===== config.mk =====
export PLATFORM = sky130hd
export DESIGN_NAME = data_mem_ctrl
export DESIGN_NICKNAME = d
export VERILOG_FILES = /design/src/rtl/mem_pkg.sv /design/src/rtl/data_mem_ctrl_timeout_counter.sv /design/src/rtl/data_mem_ctrl.sv
export SDC_FILE = /design/constraint.sdc
export NUM_CORES = 1
export LEC_CHECK = 0
export ABC_CLOCK_PERIOD_IN_PS = 2050
export CORE_UTILIZATION = 42
export CTS_CLUSTER_DIAMETER = 150
export CTS_CLUSTER_SIZE = 10
export DETAILED_ROUTE_END_ITERATION = 6
export PLACE_DENSITY = 0.78
export REMOVE_ABC_BUFFERS = 1
export SLEW_MARGIN = 20
export SYNTH_ARGS = -nofsm -noshare
export SYNTH_HDL_FRONTEND = slang
export SYNTH_HIERARCHICAL = 1
export SYNTH_SLANG_ARGS = --single-unit

===== constraint.sdc =====
create_clock -name clk -period 2.05 [get_ports clk]
set_input_delay 0.205 -clock clk [delete_from_list [all_inputs] [get_ports clk]]
set_output_delay 0.205 -clock clk [all_outputs]
set_load 0.03 [all_outputs]

===== src/rtl/mem_pkg.sv =====
// Shared definitions for the data-memory controller: default sizes, the MMIO
// address, the abort read value and the FSM state encoding.
package mem_pkg;

  localparam int          ADDR_W_DEF   = 12;
  localparam int          DATA_W_DEF   = 16;
  localparam int          TIMEOUT_DEF  = 15;
  localparam logic [11:0] IO_ADDR_DEF  = 12'hFFF;
  localparam logic [15:0] ERR_DATA_DEF = 16'hDEAD;

  typedef enum logic [1:0] {
    ST_IDLE = 2'd0,
    ST_REQ  = 2'd1,
    ST_RESP = 2'd2
  } state_t;

endpackage


===== src/rtl/data_mem_ctrl_timeout_counter.sv =====
// Cycle counter for the SRAM wait phase; tc flags the last cycle the
// controller is willing to wait for an acknowledge.
module timeout_counter #(
  parameter int TIMEOUT = 15
) (
  input  logic clk,
  input  logic reset,
  input  logic clear,
  input  logic enable,
  output logic tc
);

  localparam int CNT_W = $clog2(TIMEOUT + 1);

  logic [CNT_W-1:0] cnt;

  always_ff @(posedge clk) begin
    if (reset) begin
      cnt <= '0;
    end else if (clear) begin
      cnt <= '0;
    end else if (enable) begin
      cnt <= cnt + CNT_W'(1);
    end
  end

  assign tc = (cnt == CNT_W'(TIMEOUT - 1));

endmodule


===== src/rtl/data_mem_ctrl.sv =====
// Load/store port controller: stalls the CPU across SRAM accesses, decodes a
// single MMIO word and aborts SRAM accesses that never acknowledge.
//
// state   | meaning
// --------+--------------------------------------------------------------
// IDLE    | waiting for cpu_rd/cpu_wr; MMIO handled here in one edge
// REQ     | sram_req held, waiting for sram_ack or the timeout
// RESP    | access done, stall released, CPU advances on this edge
module data_mem_ctrl
  import mem_pkg::*;
#(
  parameter int                ADDR_W   = ADDR_W_DEF,
  parameter int                DATA_W   = DATA_W_DEF,
  parameter logic [ADDR_W-1:0] IO_ADDR  = IO_ADDR_DEF,
  parameter int                TIMEOUT  = TIMEOUT_DEF,
  parameter logic [DATA_W-1:0] ERR_DATA = ERR_DATA_DEF
) (
  input  logic              clk,
  input  logic              reset,
  input  logic              cpu_rd,
  input  logic              cpu_wr,
  input  logic [ADDR_W-1:0] cpu_addr,
  input  logic [DATA_W-1:0] cpu_wdata,
  output logic [DATA_W-1:0] cpu_rdata,
  output logic              cpu_stall,
  output logic              sram_req,
  output logic              sram_we,
  output logic [ADDR_W-1:0] sram_addr,
  output logic [DATA_W-1:0] sram_wdata,
  input  logic [DATA_W-1:0] sram_rdata,
  input  logic              sram_ack,
  input  logic [DATA_W-1:0] io_in,
  output logic [DATA_W-1:0] io_out,
  output logic              err_timeout
);

  state_t state, state_nxt;
  logic   req_seen;
  logic   is_io;
  logic   tc;

  assign req_seen  = cpu_rd | cpu_wr;
  assign is_io     = (cpu_addr == IO_ADDR);
  assign cpu_stall = ((state == ST_IDLE) && req_seen) || (state == ST_REQ);

  timeout_counter #(.TIMEOUT(TIMEOUT)) u_timeout (
    .clk    (clk),
    .reset  (reset),
    .clear  (state != ST_REQ),
    .enable (state == ST_REQ),
    .tc     (tc)
  );

  always_ff @(posedge clk) begin
    if (reset) begin
      state <= ST_IDLE;
    end else begin
      state <= state_nxt;
    end
  end

  always_comb begin
    state_nxt = state;
    unique case (state)
      ST_IDLE: if (req_seen) state_nxt = is_io ? ST_RESP : ST_REQ;
      ST_REQ:  if (sram_ack || tc) state_nxt = ST_RESP;
      ST_RESP: state_nxt = ST_IDLE;
      default: state_nxt = ST_IDLE;
    endcase
  end

  // A simultaneous read+write is treated as a write; the read half is dropped.
  always_ff @(posedge clk) begin
    if (reset) begin
      cpu_rdata   <= '0;
      io_out      <= '0;
      sram_req    <= 1'b0;
      sram_we     <= 1'b0;
      sram_addr   <= '0;
      sram_wdata  <= '0;
      err_timeout <= 1'b0;
    end else begin
      err_timeout <= 1'b0;
      unique case (state)
        ST_IDLE: begin
          if (req_seen) begin
            if (is_io) begin
              if (cpu_wr) io_out <= cpu_wdata;
              else        cpu_rdata <= io_in;
            end else begin
              sram_addr  <= cpu_addr;
              sram_wdata <= cpu_wdata;
              sram_we    <= cpu_wr;
              sram_req   <= 1'b1;
            end
          end
        end
        ST_REQ: begin
          // Ack wins over an expiring timeout in the same cycle.
          if (sram_ack) begin
            sram_req <= 1'b0;
            if (!sram_we) cpu_rdata <= sram_rdata;
          end else if (tc) begin
            sram_req    <= 1'b0;
            err_timeout <= 1'b1;
            if (!sram_we) cpu_rdata <= ERR_DATA;
          end
        end
        default: ;
      endcase
    end
  end

endmodule

# [After elaboration in Yosys (flattened, before gate mapping)]
# Index checks and enable logic that the tools add are counted.
# Widths: inputs -> output; s select.
[op_classes] n_addsub=1 eq_ne=12 mux=18 bitwise=3 n_reduce_logical=12
[ops] cell="$mux 16" n=7
[ops] cell="$pmux 16 s2" n=1
[ops] cell="$eq 12x12->1 const B" n=1
[ops] cell="$ne 2x2->1 const B" n=5
[ops] cell="$ne 3x3->1 const B" n=3
[ops] cell="$reduce_and 4->1" n=2
[ops] cell="$reduce_and 7->1" n=1
[ops] cell="$mux 2" n=3
[ops] cell="$mux 1" n=5
[ops] cell="$add 4x1->4 const B" n=1
[ops] cell="$eq 4x4->1 const B" n=1
[ops] cell="$pmux 2 s2" n=1
[ops] cell="$reduce_and 3->1" n=1
[ops] cell="$reduce_or 3->1" n=1
[ops] cell="$eq 2x1->1 const B" n=1
[ops] cell="$logic_not 2->1" n=1
[ops] cell="$logic_or 1x1->1" n=2
[ops] cell="$ne 2x1->1 const B" n=1
[ops] cell="$not 1->1" n=2
[ops] cell="$pmux 1 s2" n=1
[ops] cell="$reduce_and 2->1" n=1
[ops] cell="$reduce_bool 2->1" n=1
[ops] cell="$reduce_or 2->1" n=1
[ops] cell="$logic_and 1x1->1" n=1
[ops] cell="$or 1x1->1" n=1
[totals] register_bits=69 inputBits=65 out_inout_bits=64

# [Longest topological paths before layout]
# Gate-level depths: netlist (run 1).
[depth] word_depth=4 depth_mapped=8 mapped_depth_nobuf=7

# [Cells and area by module]
# Netlist (run 1), hierarchy kept.
[modules_own_cells] module="data_mem_ctrl" instances=1 cells_each=316 area_each_um2=2711.4 seq_area_each_um2=1301.2
[modules_own_cells] module="timeout_counter" instances=1 cells_each=20 area_each_um2=197.7 seq_area_each_um2=80.1

# [Least setup slack after synthesis (run 1)]
# No wires, ideal clock.
[synth_timing] kind="register -> register" start="reg u_timeout.cnt[0]" end="reg cpu_rdata[15]" setup_time_ps=101 arrival_ps=1741 required_time_ps=1949 slack_ps=208 stages_incl_launch_ff=9 n_path_buf=1 path_cell_list="dfxtp_1 inv_1 ha_1 and3_1 o211ai_1 a21o_1 nand3_1 buf_4 o41ai_1"
[synth_via] elab_chain_cells=3 elab_cells_between_ends=4 cone_classes="3 x eq/ne; 1 x reduce/logical"
[synth_rtl] element="from (decl)" line_no="data_mem_ctrl_timeout_counter.sv:15" source="logic [CNT_W-1:0] cnt;"
[synth_rtl] element="from (signal assigned)" line_no="data_mem_ctrl_timeout_counter.sv:23" source="cnt <= cnt + CNT_W'(1);"
[synth_rtl] element="$eq 4x4->1 (*)" line_no="data_mem_ctrl_timeout_counter.sv:27" source="assign tc = (cnt == CNT_W'(TIMEOUT - 1));"
[synth_rtl] element="net tc" line_no="data_mem_ctrl.sv:40" source="logic tc;"
[synth_rtl] element="$ne 3x3->1 (no source line)"
[synth_rtl] element="$reduce_and 7->1 (no source line) (*)"
[synth_rtl] element="to (signal assigned)" line_no="data_mem_ctrl.sv:89" source="else cpu_rdata <= io_in;"
[synth_rtl] element="to (signal assigned)" line_no="data_mem_ctrl.sv:102" source="if (!sram_we) cpu_rdata <= sram_rdata;"
[synth_rtl] element="to (decl)" line_no="data_mem_ctrl.sv:24" source="output logic [DATA_W-1:0] cpu_rdata,"
# Mark *: on every way through the listed nets, which the timed path passes. The rest lies on a longest branch.
# A chain may end at the register's enable or synchronous reset.

# [Final worst setup path (run 1)]
# Same ends and word-level chain as after synthesis.

==> results.sh, run 1 <==
export IMPL_drt_iter0_markers=126
export IMPL_clock_sinks=69
export IMPL_hp_start="reset"
export IMPL_drv_cap=0
export IMPL_finClkSkew_ps=6.81
export IMPL_cp_required_ps=2280
export IMPL_crit_fanout=6
export IMPL_hpwl_um=5900
export IMPL_nets=536
export IMPL_cts_buffers=9
export IMPL_clk_latency_ps=340
export IMPL_post_cts_setup_buffers=0
export IMPL_p_leak_nw=1.79
export IMPL_cts_htree_levels=3
export IMPL_fin_crit_sh_pct=96.3
export IMPL_antenna_left=0
export IMPL_holdBufCountCts=0
export IMPL_wire_per_inst_um=14.8
export IMPL_setup_violations_final=0
export IMPL_portBuffers=128
export IMPL_cts_root_buf="clkbuf_8"
export IMPL_synth_ff_latch_count=69
export IMPL_dieArea_um2=7260
export IMPL_rsz0062_at_grt="yes"
export IMPL_grt_max_degree=31
export IMPL_period_needed_ps=1970
export IMPL_tritoncts="yes"
export IMPL_status="complete, no violations"
export IMPL_fmax_mhz=507
export IMPL_powerDensity_nw_per_um2=794
export IMPL_clockBufferDepth=2
export IMPL_tightest_slew_ps=503
export IMPL_peakVddDrop_mv=0.504
export IMPL_antenna_found_initial=0
export IMPL_std_cell_rows=29
export IMPL_fp_dieH_um=85.2
export IMPL_cp_start_kind="flop"
export IMPL_min_path_type="in -> reg"
export IMPL_layout_drive_gt1_share_pct=9.28
export IMPL_placed_cell_area_um2=4350
export IMPL_hold_viol_final=0
export IMPL_synth_seq_area_share_pct=47.5
export IMPL_worstPathArrival_ps=2200
export IMPL_finalInstanceArea_um2=4580
export IMPL_r2r_start="u_timeout/cnt[0]"
export IMPL_crit_path_start="u_timeout/cnt[0]"
export IMPL_slew_violations=0
export IMPL_critPathCaptureType="flop"
export IMPL_yosysWarnings=6
export IMPL_synth_top_flop_cell="dfxtp_1"
export IMPL_grt_use_total_pct=23.1
export IMPL_gp_congestion=0.744
export IMPL_slew_headroom_pct=66.3
export IMPL_initial_core_util_pct=44.5
export IMPL_cts_resized=0
export IMPL_syn2layout_area_growth_pct=57.6
export IMPL_synthCells=336
export IMPL_diodes=0
export IMPL_netlist_area_um2=2910
export IMPL_fillers=540
export IMPL_drcViolationCount=0
export IMPL_multiInputGateArea_um2=1390
export IMPL_vias=2864
export IMPL_postRouteWirelength_um=8160
export IMPL_synth_async_sr_flop_share_pct=0
export IMPL_post_route_util_pct=70.2
export IMPL_final_common_cell="clkdlybuf4s50_1"
export IMPL_grt_pass1_wl_um=13100
export IMPL_worstSetupPathType="reg -> reg"
export IMPL_synth_edff_count=0
export IMPL_ios=129
export IMPL_regArea_um2=1380
export IMPL_via_per_inst=5.20
export IMPL_grt_pass1_vias=2781
export IMPL_gr_total_overflow=0
export IMPL_core_um2=6530
export IMPL_first_pass_iters=4
export IMPL_mostFrequentLayoutCells="clkdlybuf4s50_1, nand2_1, dfxtp_1, nor2_1, a21oi_1"
export IMPL_die_x_um=85.2
export IMPL_synthDistinctLibCells=47
export IMPL_synth_area_per_cell_um2=8.66
export IMPL_cts_clk_slew_worst_paths_ps=70
cell families after synthesis:
logic type,Yosys count,synth area share (%)
multiplexers,27,9.33
flip-flops,69,47.5
AO/OA/AOI/OAI,66,15.7
XOR/XNOR,1,0.301
adder cells (fa/ha/maj),2,0.860
buffers and inverters,36,5.46
AND/OR/NAND/NOR,135,20.8
metal layers:
layer | part of all wire [%] | track usage, % | wire (um) | up-vias
met1 | 43 | 27.5 | 3490 | 1344
met2 | 51 | 40.0 | 4160 | 89
li1 | - | - | - | 1425
met3 | 5.1 | 6.61 | 418 | 6
met4 | 1.2 | 7.86 | 95 | 0
met5 | 0 | 0 | 0 | -
path summary, 6_finish.rpt:
kind	endpoint	slack [ps]	cells past startpoint
setup / recovery	cpu_rdata[15]	80	7
hold / removal	io_out[3]	270	2
setup reg to reg	cpu_rdata[15]	80	7
hold reg to reg	sram_addr[6]	460	2
critical path, stage by stage (launching register included):
cell      delay [ps]
dfxtp_1          350
inv_1             80
ha_1             140
and3_1           210
nor2_1            90
a211oi_2         400
nand3_1          190
o41ai_1          400
sequential cells by signal (all words and copies together), names as in the netlist:
signal / flops
cpu_rdata: 16
err_timeout: 1
io_out: 16
sram_addr: 12
sram_req: 1
sram_wdata: 16
sram_we: 1
state: 2
u_timeout/cnt: 4
cell type report:
class | count | share of cell area (%)
repair buffers | 145 | 31.4
multi-input cells | 231 | 30.3
flip-flops and latches | 69 | 30.1
clock buffers | 12 | 3.38
well taps | 77 | 2.10
clock inverters | 4 | 1.53
inverters | 13 | 1.06
per-stage QoR:
stage	hold slack (ps)	cells	worst slack, ps	TNS, ps	total power, W
global route	290	551	-46.8	-47.5	0.00380
finish	274	551	75.8	0	0.00364
floorplan	274	313	-549	-16470	0.00195
detailed placement	448	535	22.3	0	0.00242
global placement	442	535	84.8	0	0.00240
CTS	259	551	52.3	0	0.00367
Yosys cell counts, types with 2 or more instances:
library cell / number / area, um2
inv_1: 12 / 45.0
ha_1: 2 / 25.0
a21oi_1: 32 / 160
a31oi_1: 6 / 37.5
mux2i_1: 26 / 260
clkbuf_1: 14 / 52.6
nand3_1: 7 / 35.0
nand4_1: 2 / 12.5
nand4_2: 2 / 25.0
nor3_1: 3 / 15.0
buf_1: 2 / 7.51
buf_2: 4 / 20.0
nor2_1: 33 / 124
nand2_1: 75 / 282
a311o_1: 10 / 100
dfxtp_1: 69 / 1380
nor3b_1: 2 / 15.0
a311oi_1: 5 / 43.8
buf_6: 2 / 22.5
power by group:
part | leakage, nW | total, W | internal [W] | switching, W
Clock | 0.116 | 0.00125 | 0.000748 | 0.000497
Sequential | 0.564 | 0.00149 | 0.00143 | 0.0000546
Combinational | 1.11 | 0.000906 | 0.000416 | 0.000490
Total | 1.79 | 0.00364 | 0.00260 | 0.00104
No activity file was read; power rests on OpenSTA's default activity.
==> run 2, diff against run 1 <==
--- a/config.mk
+++ b/config.mk
@@ -5,7 +5,7 @@
 export SDC_FILE = /design/constraint.sdc
 export NUM_CORES = 1
 export LEC_CHECK = 0
-export ABC_CLOCK_PERIOD_IN_PS = 2050
+export ABC_CLOCK_PERIOD_IN_PS = 1840
 export CORE_UTILIZATION = 42
 export CTS_CLUSTER_DIAMETER = 150
 export CTS_CLUSTER_SIZE = 10
==> constraint.sdc (replaced) <==
create_clock -name clk -period 1.84 [get_ports clk]
set_input_delay 0.184 -clock clk [delete_from_list [all_inputs] [get_ports clk]]
set_output_delay 0.184 -clock clk [all_outputs]
set_load 0.03 [all_outputs]
==> run 2 against run 1 <==
Compared with the run above: non-clock buffer count increased by 8; register-to-register slack got worse by 70 ps; setup slack got worse by 65 ps; via count increased by 0.94%; sequential share of layout area decreased by 0.43 points; sequential power increased by 11%; hold slack got worse by 10 ps; clock skew increased by 1.8 ps; clock-buffer cell count unchanged.
==> results.sh, run 2 (same netlist as run 1, synthesis figures left out) <==
export IMPL_tightest_slew_ps=389
export IMPL_worst_path_buf_inv=2
export IMPL_fillers=540
export IMPL_peakVddDrop_mv=0.555
export IMPL_crit_fanout=5
export IMPL_max_stage_delay_ps=330
export IMPL_grt_pass1_wl_um=13400
export IMPL_layout_drive_gt1_share_pct=12.0
export IMPL_setup_violations_final=0
export IMPL_hpwl_um=5980
export IMPL_cp_cell_sequence="inv_1 -> ha_2 -> and3_4 -> o211ai_1 -> a21o_1 -> nand3_4 -> buf_6 -> mux2i_1"
export IMPL_grt_max_degree=29
export IMPL_clockBufferDepth=2
export IMPL_drcViolationCount=0
export IMPL_vias=2891
export IMPL_core_um2=6530
export IMPL_antenna_left=0
export IMPL_gp_congestion=0.777
export IMPL_post_route_util_pct=71.3
export IMPL_hold_ws_ps=264
export IMPL_mostFrequentLayoutCells="clkdlybuf4s50_1, nand2_1, dfxtp_1, nor2_1, a21oi_1"
export IMPL_nets=544
export IMPL_postRouteWirelength_um=8310
export IMPL_syn2layout_area_growth_pct=60.0
export IMPL_worstSetupPathType="reg -> reg"
export IMPL_diodes=0
export IMPL_post_cts_setup_buffers=0
export IMPL_period_needed_ps=1830
export IMPL_grt_pass1_vias=2898
export IMPL_drv_cap=0
export IMPL_drt_iter0_markers=120
export IMPL_cts_clk_slew_worst_paths_ps=70
export IMPL_grt_use_total_pct=23.5
export IMPL_clk_latency_ps=340
export IMPL_ios=129
export IMPL_tritoncts="yes"
export IMPL_status="complete, no violations"
export IMPL_cp_start_kind="flop"
export IMPL_worstPathArrival_ps=2090
export IMPL_cts_htree_levels=3
export IMPL_portBuffers=128
export IMPL_cts_root_buf="clkbuf_8"
export IMPL_dp_cells=542
export IMPL_rsz0062_at_grt="yes"
export IMPL_largestRegisters="cpu_rdata: 16 flops, io_out: 16 flops, sram_wdata: 16 flops"
export IMPL_std_cell_rows=29
export IMPL_antenna_found_initial=0
export IMPL_cp_required_ps=2100
export IMPL_holdBufCountCts=0
export IMPL_place_ws_ps=-107
export IMPL_die_x_um=85.2
export IMPL_first_pass_iters=4
export IMPL_final_setup_worst_slack_ps=10.5
export IMPL_slew_violations=0
export IMPL_crit_family="compound AO/OA/AOI/OAI gates"
export IMPL_final_cell_count_no_fill=559
export IMPL_fin_crit_sh_pct=99.4
export IMPL_fp_dieH_um=85.2
export IMPL_powerDensity_nw_per_um2=843
export IMPL_p_leak_nw=1.82
export IMPL_gr_total_overflow=0
export IMPL_min_path_type="in -> reg"
export IMPL_finClkSkew_ps=8.60
export IMPL_final_common_cell="clkdlybuf4s50_1"
export IMPL_slowest_stage="dfxtp_2"
export IMPL_initial_core_util_pct=44.5
export IMPL_critPathCaptureType="flop"
export IMPL_slew_headroom_pct=73.9
export IMPL_cts_buffers=9
export IMPL_via_per_inst=5.17
export IMPL_fmax_mhz=547
export IMPL_clock_sinks=69
export IMPL_wire_per_inst_um=14.9
export IMPL_dieArea_um2=7260
export IMPL_hold_viol_final=0
run 2: final timing paths:
check	startpoint	to	slack [ps]	cells after the start
hold / removal	reset	err_timeout	260	2
hold reg to reg	sram_addr[6]	sram_addr[6]	450	2
setup reg to reg	u_timeout/cnt[0]	cpu_rdata[9]	10	8
setup / recovery	u_timeout/cnt[0]	cpu_rdata[9]	10	8
run 2: routing by layer:
layer | vias to the layer above | part of all wire [%] | routed length, um | GRT usage [%]
met3 | 13 | 4.7 | 394 | 6.91
met1 | 1367 | 42 | 3500 | 26.8
met5 | - | 0 | 0 | 0
met2 | 70 | 51 | 4270 | 41.6
met4 | 0 | 1.9 | 155 | 8.32
li1 | 1441 | - | - | -
run 2: report_power, final:
| group | switching [W] | internal [W] |
|---|---|---|
| logic | 0.000562 | 0.000492 |
| registers | 0.0000624 | 0.00160 |
| clock network | 0.000552 | 0.000660 |
| total | 0.00118 | 0.00275 |
run 2: timing repair:
action,CTS,global route
gates cloned,0,1
setup endpoints to repair,1,16
endpoints found under the hold margin,0,0
pin swaps,0,8
gates resized for setup,1,15
run 2: final cells by class:
cell class                 count  area [um2]  area share [%]
tap                           77        96.3            2.07
sequential                    69        1380            29.7
clock buffer                  12         145            3.12
inverter                      13        48.8            1.05
timing repair buffer         153        1510            32.4
multi-input combinational    231        1430            30.7
clock inverter                 4        47.5            1.02
run 2: metrics by stage:
step / total power, W / TNS, ps / instance area [um2]
after floorplan: 0.00217 / -25430 / 2800
after global routing: 0.00410 / -677 / 4660
after global placement: 0.00270 / -1900 / 4410
after CTS: 0.00393 / 0 / 4600
final: 0.00392 / 0 / 4660
after detailed placement: 0.00272 / -3930 / 4410
==> run 3, diff against run 2 <==
--- a/config.mk
+++ b/config.mk
@@ -5,12 +5,13 @@
 export SDC_FILE = /design/constraint.sdc
 export NUM_CORES = 1
 export LEC_CHECK = 0
-export ABC_CLOCK_PERIOD_IN_PS = 1840
-export CORE_UTILIZATION = 42
+export ABC_CLOCK_PERIOD_IN_PS = 2300
+export CORE_UTILIZATION = 34
 export CTS_CLUSTER_DIAMETER = 150
 export CTS_CLUSTER_SIZE = 10
 export DETAILED_ROUTE_END_ITERATION = 6
-export PLACE_DENSITY = 0.78
+export MAX_ROUTING_LAYER = met4
+export PLACE_DENSITY = 0.65
 export REMOVE_ABC_BUFFERS = 1
 export SLEW_MARGIN = 20
 export SYNTH_ARGS = -nofsm -noshare
==> constraint.sdc (replaced) <==
create_clock -name clk -period 2.3 [get_ports clk]
set_input_delay 0.23 -clock clk [delete_from_list [all_inputs] [get_ports clk]]
set_output_delay 0.23 -clock clk [all_outputs]
set_load 0.03 [all_outputs]
==> run 3 against run 2 <==
Compared with the run above: register-to-register slack improved by 370 ps; combinational power fell by 25%; via count fell by 3.1%; sequential share of layout area rose by 0.85 points; sequential power fell by 20%; clock-buffer cell count did not move; sequential cell count did not move; first-iteration DRC count fell by 48%; non-clock buffer count fell by 11; critical endpoint is now cpu_stall; largest power group unchanged.
==> results.sh, run 3 (same netlist as run 1, synthesis figures left out) <==
export IMPL_worst_r2r_cell_count=7
export IMPL_cp_required_ps=2070
export IMPL_regArea_um2=1380
export IMPL_slew_violations=0
export IMPL_gp_congestion=0.809
export IMPL_vias=2801
export IMPL_fin_crit_sh_pct=86.9
export IMPL_worstSetupPathType="in -> out"
export IMPL_cp_start_kind="input pin"
export IMPL_syn2layout_area_growth_pct=55.4
export IMPL_wire_per_inst_um=13.7
export IMPL_cts_clk_slew_worst_paths_ps=60
export IMPL_largestRegisters="cpu_rdata: 16 flops, io_out: 16 flops, sram_wdata: 16 flops"
export IMPL_fmax_mhz=500
export IMPL_tightest_slew_ps=541
export IMPL_first_pass_iters=4
export IMPL_hold_depth=2
export IMPL_cp_cell_sequence="clkdlybuf4s50_1 -> nor3_1 -> nor2_1 -> clkdlybuf4s50_1"
export IMPL_hold_viol_final=0
export IMPL_initial_core_util_pct=35.2
export IMPL_total_power_w=0.00304
export IMPL_std_cell_rows=33
export IMPL_worstPathArrival_ps=1770
export IMPL_hpwl_um=5730
export IMPL_clock_sinks=69
export IMPL_slowest_stage="clkdlybuf4s50_1"
export IMPL_mostFrequentLayoutCells="clkdlybuf4s50_1, nand2_1, dfxtp_1, nor2_1, a21oi_1"
export IMPL_grt_use_total_pct=18.6
export IMPL_clk_latency_ps=340
export IMPL_layout_drive_gt1_share_pct=7.89
export IMPL_grt_pass1_vias=2668
export IMPL_critPathCaptureType="output pin"
export IMPL_rsz0062_at_grt="no"
export IMPL_slew_headroom_pct=63.8
export IMPL_max_stage_delay_ps=600
export IMPL_final_setup_worst_slack_ps=301
export IMPL_drt_iter0_markers=62
export IMPL_antenna_left=0
export IMPL_final_common_cell="clkdlybuf4s50_1"
export IMPL_p_leak_nw=1.74
export IMPL_powerDensity_nw_per_um2=673
export IMPL_fp_dieH_um=94.5
export IMPL_die_x_um=94.5
export IMPL_final_cell_count_no_fill=574
export IMPL_portBuffers=128
export IMPL_postRouteWirelength_um=7870
export IMPL_drv_cap=0
export IMPL_min_path_type="in -> reg"
export IMPL_antenna_found_initial=0
export IMPL_finClkSkew_ps=8.50
export IMPL_via_per_inst=4.88
export IMPL_grt_max_degree=29
export IMPL_post_cts_setup_buffers=0
export IMPL_period_needed_ps=2000
export IMPL_hp_start="reset"
export IMPL_dp_cells=560
export IMPL_holdBufCountCts=0
export IMPL_ios=129
export IMPL_setup_violations_final=0
export IMPL_cpMostUsedCell="clkdlybuf4s50_1"
export IMPL_fillers=801
export IMPL_nets=533
export IMPL_crit_fanout=5
export IMPL_cts_resized=0
export IMPL_cts_buffers=9
export IMPL_place_ws_ps=210
export IMPL_dieArea_um2=8930
export IMPL_status="complete, no violations"
export IMPL_grt_pass1_wl_um=12600
export IMPL_cts_htree_levels=3
export IMPL_gr_total_overflow=0
export IMPL_timing_rr_end="cpu_rdata[15]"
export IMPL_min_to="state[0]"
export IMPL_core_um2=8260
export IMPL_diodes=0
export IMPL_peakVddDrop_mv=0.338
export IMPL_clockBufferDepth=2
export IMPL_rrSetupSlack_ps=380
export IMPL_drcViolationCount=0
export IMPL_r2r_start="u_timeout/cnt[0]"
export IMPL_multiInputGateArea_um2=1390
export IMPL_tritoncts="yes"
export IMPL_cts_root_buf="clkbuf_8"
[run 3: area by class of cell]
cell class | instances | share of cell area [%]
Sequential cell | 69 | 30.5
Timing Repair Buffer | 142 | 30.8
Clock inverter | 2 | 0.775
Clock buffer | 12 | 3.21
Inverter | 13 | 1.08
Tap cell | 105 | 2.91
Multi-Input combinational cell | 231 | 30.7
[run 3: per-stage QoR]
stage / cell area (um2) / hold WS (ps) / util [%] / TNS [ps]
3_3_place_gp: 4340 / 442 / 52.6 / 0
3_5_place_dp: 4340 / 448 / 52.6 / 0
5_1_grt: 4520 / 340 / 54.8 / 0
4_1_cts: 4520 / 303 / 54.8 / 0
2_1_floorplan: 2800 / 299 / - / -9680
6_report: 4520 / 332 / 54.8 / 0
[run 3: worst max-delay path: cells and delay by family]
family                 cells  cell delay, ps
buffers and inverters      2            1090
and+or+nand+nor            2             450
[run 3: worst max path at each step]
| stage | startpoint | end | slack (ps) |
|---|---|---|---|
| finish | cpu_wr | cpu_stall | 300 |
| global route | u_timeout/cnt[0] | cpu_rdata[15] | 100 |
| global placement | cpu_addr[10] | cpu_rdata[15] | 280 |
| detailed placement | cpu_addr[10] | cpu_rdata[5] | 210 |
| CTS | state[0] | cpu_stall | 290 |
| floorplan | cpu_addr[4] | sram_addr[0] | -320 |
[run 3: metal layers]
layer,wire length (um),up-vias,global-route usage (%)
li1,-,1415,-
met1,3480,1270,21.4
met2,3520,106,29.4
met3,759,10,6.12
met4,109,0,7.95
met5,0,-,-
[run 3: power breakdown]
part	internal (W)	switching (W)	total, W
Sequential	0.00128	0.0000491	0.00133
Clock	0.000518	0.000412	0.000929
Combinational	0.000358	0.000430	0.000788
Total	0.00215	0.000890	0.00304
